$ cat config.mk
export PLATFORM = sky130hd
export DESIGN_NAME = selftest_sequencer
export DESIGN_NICKNAME = d
export VERILOG_FILES = /design/src/rtl/selftest_pkg.sv /design/src/rtl/timeout_counter.sv /design/src/rtl/selftest_sequencer.sv
export SDC_FILE = /design/constraint.sdc
export NUM_CORES = 1
export LEC_CHECK = 0
export ABC_AREA = 1
export BUFFER_PORTS_ARGS = -buffer_cell sky130_fd_sc_hd__buf_2
export CAP_MARGIN = 40
export CORE_MARGIN = 2
export CORE_UTILIZATION = 25
export CTS_CLUSTER_DIAMETER = 150
export CTS_CLUSTER_SIZE = 10
export DETAILED_ROUTE_END_ITERATION = 6
export PLACE_DENSITY = 0.51
export SLEW_MARGIN = 20
export SYNTH_ARGS = -nofsm -noshare
export SYNTH_HDL_FRONTEND = slang
export SYNTH_SLANG_ARGS = --single-unit
$ cat constraint.sdc
create_clock -name clk -period 4 [get_ports clk]
set_input_delay 0.4 -clock clk [delete_from_list [all_inputs] [get_ports clk]]
set_output_delay 0.4 -clock clk [all_outputs]
set_load 0.01 [all_outputs]
$ cat src/rtl/selftest_pkg.sv
// Shared types for the self-test sequencer: sweep FSM states and a width helper
// used to size index and timer registers.
package selftest_pkg;

    typedef enum logic [2:0] {
        IDLE,
        LAUNCH,
        WAIT,
        RECORD,
        DONE
    } state_e;

    // Bits needed to hold values 0..n-1, never less than one bit.
    function automatic int widthOf(input int n);
        return (n <= 1) ? 1 : $clog2(n);
    endfunction

endpackage

$ cat src/rtl/timeout_counter.sv
// Per-test watchdog: counts cycles while enabled and flags the last allowed
// cycle so the sequencer can fail an engine that never answers.
module timeout_counter
    import selftest_pkg::*;
#(
    parameter int LIMIT = 20000
) (
    input  logic clk,
    input  logic reset_n,
    input  logic clear,
    input  logic enable,
    output logic expired
);

    localparam int W = widthOf(LIMIT + 1);
    localparam logic [W-1:0] LAST = W'(LIMIT - 1);
    localparam logic [W-1:0] MAX  = W'(LIMIT);

    logic [W-1:0] count_q, count_d;

    // Saturating count so a stalled FSM can never wrap back into range.
    always_comb begin
        count_d = count_q;
        if (clear) begin
            count_d = '0;
        end else if (enable && (count_q != MAX)) begin
            count_d = count_q + 1'b1;
        end
    end

    always_ff @(posedge clk or negedge reset_n) begin
        if (!reset_n) begin
            count_q <= '0;
        end else begin
            count_q <= count_d;
        end
    end

    assign expired = enable && (count_q == LAST);

endmodule

$ cat src/rtl/selftest_sequencer.sv
// Runs each unit self-test engine in turn, enforces a per-test timeout and
// collects pass/timeout vectors plus an all-passed flag for board readout.
module selftest_sequencer
    import selftest_pkg::*;
#(
    parameter int NUM_TESTS      = 10,
    parameter int TIMEOUT_CYCLES = 20000
) (
    input  logic                           clk,
    input  logic                           reset_n,
    input  logic                           run,
    input  logic                           abort,
    output logic [NUM_TESTS-1:0]           test_start,
    input  logic [NUM_TESTS-1:0]           test_done,
    input  logic [NUM_TESTS-1:0]           test_pass,
    output logic                           busy,
    output logic                           done,
    output logic                           all_passed,
    output logic [NUM_TESTS-1:0]           result_vec,
    output logic [NUM_TESTS-1:0]           timeout_vec,
    output logic [widthOf(NUM_TESTS)-1:0]  current_idx
);

    localparam int IW = widthOf(NUM_TESTS);
    localparam logic [IW-1:0] LAST_IDX = IW'(NUM_TESTS - 1);

    state_e               state_q, state_d;
    logic [IW-1:0]        idx_q, idx_d;
    logic [NUM_TESTS-1:0] result_q, result_d;
    logic [NUM_TESTS-1:0] timeout_q, timeout_d;
    logic                 pass_q, pass_d;
    logic                 timedOut_q, timedOut_d;
    logic                 allPassed_q, allPassed_d;
    logic                 expired;

    timeout_counter #(
        .LIMIT (TIMEOUT_CYCLES)
    ) u_timer (
        .clk     (clk),
        .reset_n (reset_n),
        .clear   (state_q == LAUNCH),
        .enable  (state_q == WAIT),
        .expired (expired)
    );

    assign busy = (state_q == LAUNCH) || (state_q == WAIT) || (state_q == RECORD);

    always_comb begin
        state_d     = state_q;
        idx_d       = idx_q;
        result_d    = result_q;
        timeout_d   = timeout_q;
        pass_d      = pass_q;
        timedOut_d  = timedOut_q;
        allPassed_d = allPassed_q;
        case (state_q)
            IDLE, DONE: begin
                if (run) begin
                    result_d    = '0;
                    timeout_d   = '0;
                    idx_d       = '0;
                    allPassed_d = 1'b0;
                    state_d     = LAUNCH;
                end
            end
            LAUNCH: state_d = WAIT;
            WAIT: begin
                // A completion strobe in the expiry cycle still counts as an answer.
                if (test_done[idx_q]) begin
                    pass_d     = test_pass[idx_q];
                    timedOut_d = 1'b0;
                    state_d    = RECORD;
                end else if (expired) begin
                    pass_d     = 1'b0;
                    timedOut_d = 1'b1;
                    state_d    = RECORD;
                end
            end
            RECORD: begin
                result_d[idx_q]  = pass_q;
                timeout_d[idx_q] = timedOut_q;
                if (idx_q == LAST_IDX) begin
                    allPassed_d = &result_d;
                    state_d     = DONE;
                end else begin
                    idx_d   = idx_q + 1'b1;
                    state_d = LAUNCH;
                end
            end
            default: state_d = IDLE;
        endcase
        if (busy && abort) begin
            state_d     = IDLE;
            idx_d       = '0;
            result_d    = result_q;
            timeout_d   = timeout_q;
            allPassed_d = 1'b0;
        end
    end

    always_ff @(posedge clk or negedge reset_n) begin
        if (!reset_n) begin
            state_q     <= IDLE;
            idx_q       <= '0;
            result_q    <= '0;
            timeout_q   <= '0;
            pass_q      <= 1'b0;
            timedOut_q  <= 1'b0;
            allPassed_q <= 1'b0;
        end else begin
            state_q     <= state_d;
            idx_q       <= idx_d;
            result_q    <= result_d;
            timeout_q   <= timeout_d;
            pass_q      <= pass_d;
            timedOut_q  <= timedOut_d;
            allPassed_q <= allPassed_d;
        end
    end

    always_comb begin
        test_start = '0;
        if (state_q == LAUNCH) begin
            test_start[idx_q] = 1'b1;
        end
    end

    assign done        = (state_q == DONE);
    assign all_passed  = allPassed_q;
    assign result_vec  = result_q;
    assign timeout_vec = timeout_q;
    assign current_idx = idx_q;

endmodule
==> flow_metrics.tcl, run 1 <==
set metrics [dict create \
    slew_viol_final 0 \
    cts_tree "done" \
    h-tree-depth 2 \
    tns_ns 0 \
    row_count 38 \
    worst_slack_ns 1.58 \
    nets 465 \
    dr_total_vias 2738 \
    clockRootBuffer "clkbuf_8" \
    postCtsResizedCells 0 \
    synth_cells 376 \
    dp_hpwl_mm 6.02 \
    dieArea_um2 11900 \
    drive_gt1_frac 0.206 \
    holdBufCountCts 0 \
    clk_latency_ns 0.31 \
    hold_path.class "in -> async" \
    synth_area_leaders "dfrtp_1 41%, nand2_1 10%, nor2_1 6.8%" \
    crit_fanout 14 \
    crit_path_cell_trace "inv_1, ha_1, nand3_1, nor2_1, buf_2" \
    grt_antenna_before_repair 0 \
    skew_ns 0.0136 \
    fp.dieW_um 109 \
    tightest_slew_ns 0.685 \
    num_io_pins 61 \
    drt_iter0_drc 185 \
    ir_drop_mv 0.165 \
    endpoint_kind "output pin" \
    grt_max_degree 31 \
    antenna_cells 0 \
    power_mw 1.45 \
    grt_usage 0.137 \
    setup_viol 0 \
    run_status "completed" \
    ys_seq_area_frac 0.407 \
    synth_flop_cell "dfrtp_1" \
    io_buffers 60 \
    cts.sink_count 45 \
    clkSlewWorstSetupHoldPaths_ns 0.09 \
    synth.distinct_cells 32 \
    synth_top_area_cell "dfrtp_1" \
    worstPathArrival_ns 2.02 \
    slew_headroom 0.541 \
    initial_core_util 0.255 \
    grt_pass1_vias 2599 \
    synth_area_per_cell_um2 7.36 \
    vias_per_cell 4.75 \
    dp_slack_ns 1.91 \
    cp.required_ns 3.60 \
    final_area_um2 3320 \
    place_area_um2 3210 \
    crit_slowest_cell "dfrtp_1" \
    synthToLayoutAreaGrowth_pct 19.9 \
    max_stage_delay_ns 0.53 \
    path_buf_inv 2 \
    core_area_um2 10800 \
    die_h_um 109 \
    grt_overflow_total 0 \
    synth_edf_count 0 \
    postRouteAntennaNets 0 \
    cts_setup_buffers 0 \
    maxCapViolCount 0 \
    syn_nets 406 \
    async_reset_ff_frac 1.00 \
    final.period_utilization 0.606 \
    routedWlPerCell_um 13.5 \
    synth_top_area_share 0.407 \
    dr.pass1.iters 4 \
    wirelength_mm 7.77 \
    leakage_nw 1.61 \
    syn_area_um2 2770 \
    ys_ff_latch 45 \
    power_density_nw_per_um2 436 \
    cts_max_path_buffers 2 \
    finalHoldViolations 0 \
    yosysMostFrequentCell "nand2_1" \
    period_needed_ns 2.42 \
    critPathLaunchType "flip-flop" \
    gp_congestion 0.808 \
    ys_top_cells_by_count "76 x nand2_1, 50 x nor2_1, 45 x dfrtp_1, 34 x inv_1, 27 x o21ai_0" \
    rsz0062_at_grt "false" \
    cp_top_family "flip-flops" \
    drc 0 \
    fmaxAchievable_ghz 0.413 \
    crit_type "reg -> out" \
    yosysWarnings 0 \
    grt_pass1_wl_mm 13.0 \
    cts_made_buffers 5 \
]
[path summary, 6_finish.rpt]
kind | start | end | slack (ns) | depth (start not counted)
hold reg to reg | u_timer.count_q[12]$_DFFE_PN0P_ | u_timer.count_q[12]$_DFFE_PN0P_ | 0.54 | 2
setup reg to reg | current_idx[0]$_DFFE_PN0P_ | all_passed$_DFFE_PN0P_ | 1.93 | 9
max in group asynchronous | reset_n | u_timer.count_q[6]$_DFFE_PN0P_ | 3.48 | 2
min in group clk | abort | state_q[1]$_DFFE_PN0P_ | 0.32 | 2
setup / recovery | current_idx[0]$_DFFE_PN0P_ | test_start[8] | 1.58 | 5
hold / removal | reset_n | timeout_vec[2]$_DFFE_PN0P_ | 0.005 | 1
[kinds of logic (layout without fill, tap and decap cells)]
kind of cell	Yosys count	count (layout)	share of synthesized area
buf+inv	53	113	0.0805
flops	45	45	0.407
xor+xnor	5	5	0.0158
compound gates	73	73	0.152
simple gates	194	194	0.318
fa+ha+maj	6	6	0.0271
[per-stage QoR]
step | hold WS [ns] | util | cells
CTS | 0.0185 | 0.306 | 576
floorplan | 0.104 | - | 376
finish | 0.00488 | 0.306 | 576
detailed placement | 0.362 | 0.296 | 568
global route | 0.0322 | 0.306 | 576
global placement | 0.516 | 0.294 | 567
[routing by layer]
layer / global-route usage / part of all wire
met1: 0.182 / 0.46
met2: 0.234 / 0.49
met3: 0.0227 / 0.046
met4: 0.0271 / 0.0082
met5: 0 / 0
[report_power, final]
part / internal [mW] / switching [mW]
logic: 0.148 / 0.398
registers: 0.493 / 0.0526
clock network: 0.188 / 0.167
[final cells by class]
cell class / instances / area, µm²
repair buffers: 61 / 320
fillers: 1180 / 7520
well taps: 140 / 175
clock inverters: 2 / 38.8
inverters: 44 / 168
flip-flops and latches: 45 / 1130
clock buffers: 6 / 72.6
multi-input cells: 278 / 1420
[layout by cell type (no fill, tap or decap), drive strengths merged]
cell type  count
a22o           6
o22ai          5
o21ai         32
clkinv         2
o31ai          4
bufinv         1
clkbuf         6
buf           61
nand2         80
nand3         26
a31oi          9
inv           43
nor2          54
ha             6
xor2           5
nand4          6
nor3          27
a21oi         17
dfrtp         45
or2            1
[state kept, by name, summed over array words and instances (netlist names)]
signal and cells:
timedOut_q 1, timeout_vec 10, current_idx 4, state_q 3, all_passed 1, result_vec 10
u_timer.count_q 15, pass_q 1
Power figures use the tool's default switching activity.
==> run 2: changes to the inputs <==
- clock period: 4 -> 2.4 ns (I/O delays scaled with it)
==> flow_metrics.tcl, run 2 (synthesized netlist as in run 1, its figures left out) <==
set metrics [dict create \
    run_status "completed" \
    mostFrequentLayoutCell "nand2_1" \
    layout_common_cells "76 x nand2_1, 60 x buf_2, 50 x nor2_1" \
    cts.sink_count 45 \
    tightest_slew_ns 0.690 \
    critPathLaunchType "flip-flop" \
    ir_drop_mv 0.280 \
    drt_iter0_drc 104 \
    post-place-cells 570 \
    largest_reg_flops 15 \
    crit_fanout 10 \
    maxCapViolCount 0 \
    dr_total_vias 2739 \
    synthToLayoutAreaGrowth_pct 19.6 \
    grt_overflow_total 0 \
    slew_headroom 0.538 \
    regArea_um2 1130 \
    vias_per_cell 4.73 \
    sw_frac_of_total 0.449 \
    cp.required_ns 2.16 \
    clockRootBuffer "clkbuf_8" \
    cts_made_buffers 5 \
    worstPathArrival_ns 1.87 \
    skew_ns 0.0189 \
    hold_path.class "in -> reg" \
    final.period_utilization 0.878 \
    p_int_mw 1.28 \
    fp.dieW_um 109 \
    fmaxAchievable_ghz 0.475 \
    cts_max_path_buffers 2 \
    power_density_nw_per_um2 701 \
    gp_congestion 0.810 \
    switchingPower_mw 1.04 \
    core_area_um2 10800 \
    drive_gt1_frac 0.212 \
    period_needed_ns 2.11 \
    clk_latency_ns 0.31 \
    row_count 38 \
    regMostFlops "u_timer.count_q" \
    tns_ns 0 \
    leakage_nw 1.61 \
    drc 0 \
    nets 468 \
    slew_viol_final 0 \
    ff2ff_setup_slack_ns 0.47 \
    num_io_pins 61 \
    combPwrFrac 0.395 \
    p_clk_frac 0.213 \
    clkSlewWorstSetupHoldPaths_ns 0.10 \
    rsz0062_at_grt "false" \
    dp_hpwl_mm 6.17 \
    cts_tree "done" \
    crit_type "reg -> out" \
    io_buffers 60 \
    postCtsResizedCells 0 \
    n_fill_cell 1202 \
    h-tree-depth 2 \
    endpoint_kind "output pin" \
    grt_pass1_vias 2610 \
    postRouteAntennaNets 0 \
    finalHoldViolations 0 \
    dr.pass1.iters 4 \
    grt_pass1_wl_mm 13.2 \
    setup_viol 0 \
    grt_antenna_before_repair 0 \
    wirelength_mm 7.89 \
    initial_core_util 0.255 \
    grt_usage 0.139 \
    dieArea_um2 11900 \
    grt_max_degree 23 \
    multi_input_area_um2 1420 \
    routedWlPerCell_um 13.6 \
    antenna_cells 0 \
    seqPwrFrac 0.392 \
    die_h_um 109 \
    fin_cells 579 \
]
[run 2: changes by cell type in the layout (fill, tap and decap cells not counted), sizes merged]
| cell | change |
|---|---|
| buf | +2 |
| clkinvlp | +1 |
| clkbuf | -1 |
| bufinv | -1 |
| inv | +1 |
| dlygate4sd3 | +1 |
[run 2: layer usage]
layer	wire, µm	GRT usage
met5	0	0
met4	96	0.0226
met3	417	0.0275
met2	3790	0.241
met1	3580	0.182
[run 2: per-stage QoR]
step	instance area (µm²)	hold WS [ns]	power (mW)	utilization	worst slack, ns
floorplan	2770	-0.0556	1.59	-	0.573
global placement	3210	0.169	1.84	0.296	0.567
detailed placement	3210	0.167	1.84	0.296	0.469
CTS	3310	0.174	2.34	0.305	0.249
global route	3310	0.179	2.51	0.305	0.151
finish	3310	0.179	2.32	0.305	0.293
[run 2: area by class of cell]
cell class	instances	area share
Sequential cell	45	0.340
Clock buffer	5	0.0208
Multi-Input combinational cell	278	0.428
Clock inverter	3	0.00643
Inverter	44	0.0507
Timing Repair Buffer	64	0.101
Tap cell	140	0.0529
[run 2: power by group through the flow]
stage	clock network (mW)	logic, mW	registers (mW)
CTS	0.509	0.925	0.908
global placement	0	0.916	0.922
floorplan	0	0.705	0.887
finish	0.494	0.917	0.910
global route	0.552	1.04	0.919
detailed placement	0	0.920	0.924
[run 2: worst max-delay path: stages, from the launching register on]
cell,delay [ns]
dfrtp_1,0.51
inv_2,0.18
ha_1,0.28
nand3_1,0.24
nor2_1,0.19
buf_2,0.15
[run 2: worst paths after layout]
check                                        endpoint                       start  cells after the start
setup / recovery                        test_start[9]  current_idx[1]$_DFFE_PN0P_                      5
hold / removal                 state_q[1]$_DFFE_PN0P_                       abort                      2
setup reg to reg               all_passed$_DFFE_PN0P_  current_idx[0]$_DFFE_PN0P_                      9
hold reg to reg            timeout_vec[9]$_DFFE_PN0P_  timeout_vec[9]$_DFFE_PN0P_                      2
max in group asynchronous          pass_q$_DFFE_PN0P_                     reset_n                      3
min in group asynchronous  timeout_vec[2]$_DFFE_PN0P_                     reset_n                      2
[run 2: what timing repair did]
item,4_1_cts,5_1_grt
endpoints found under the hold margin,13,0
setup endpoints to repair,0,0
setup buffers,0,0
hold buffers,1,0
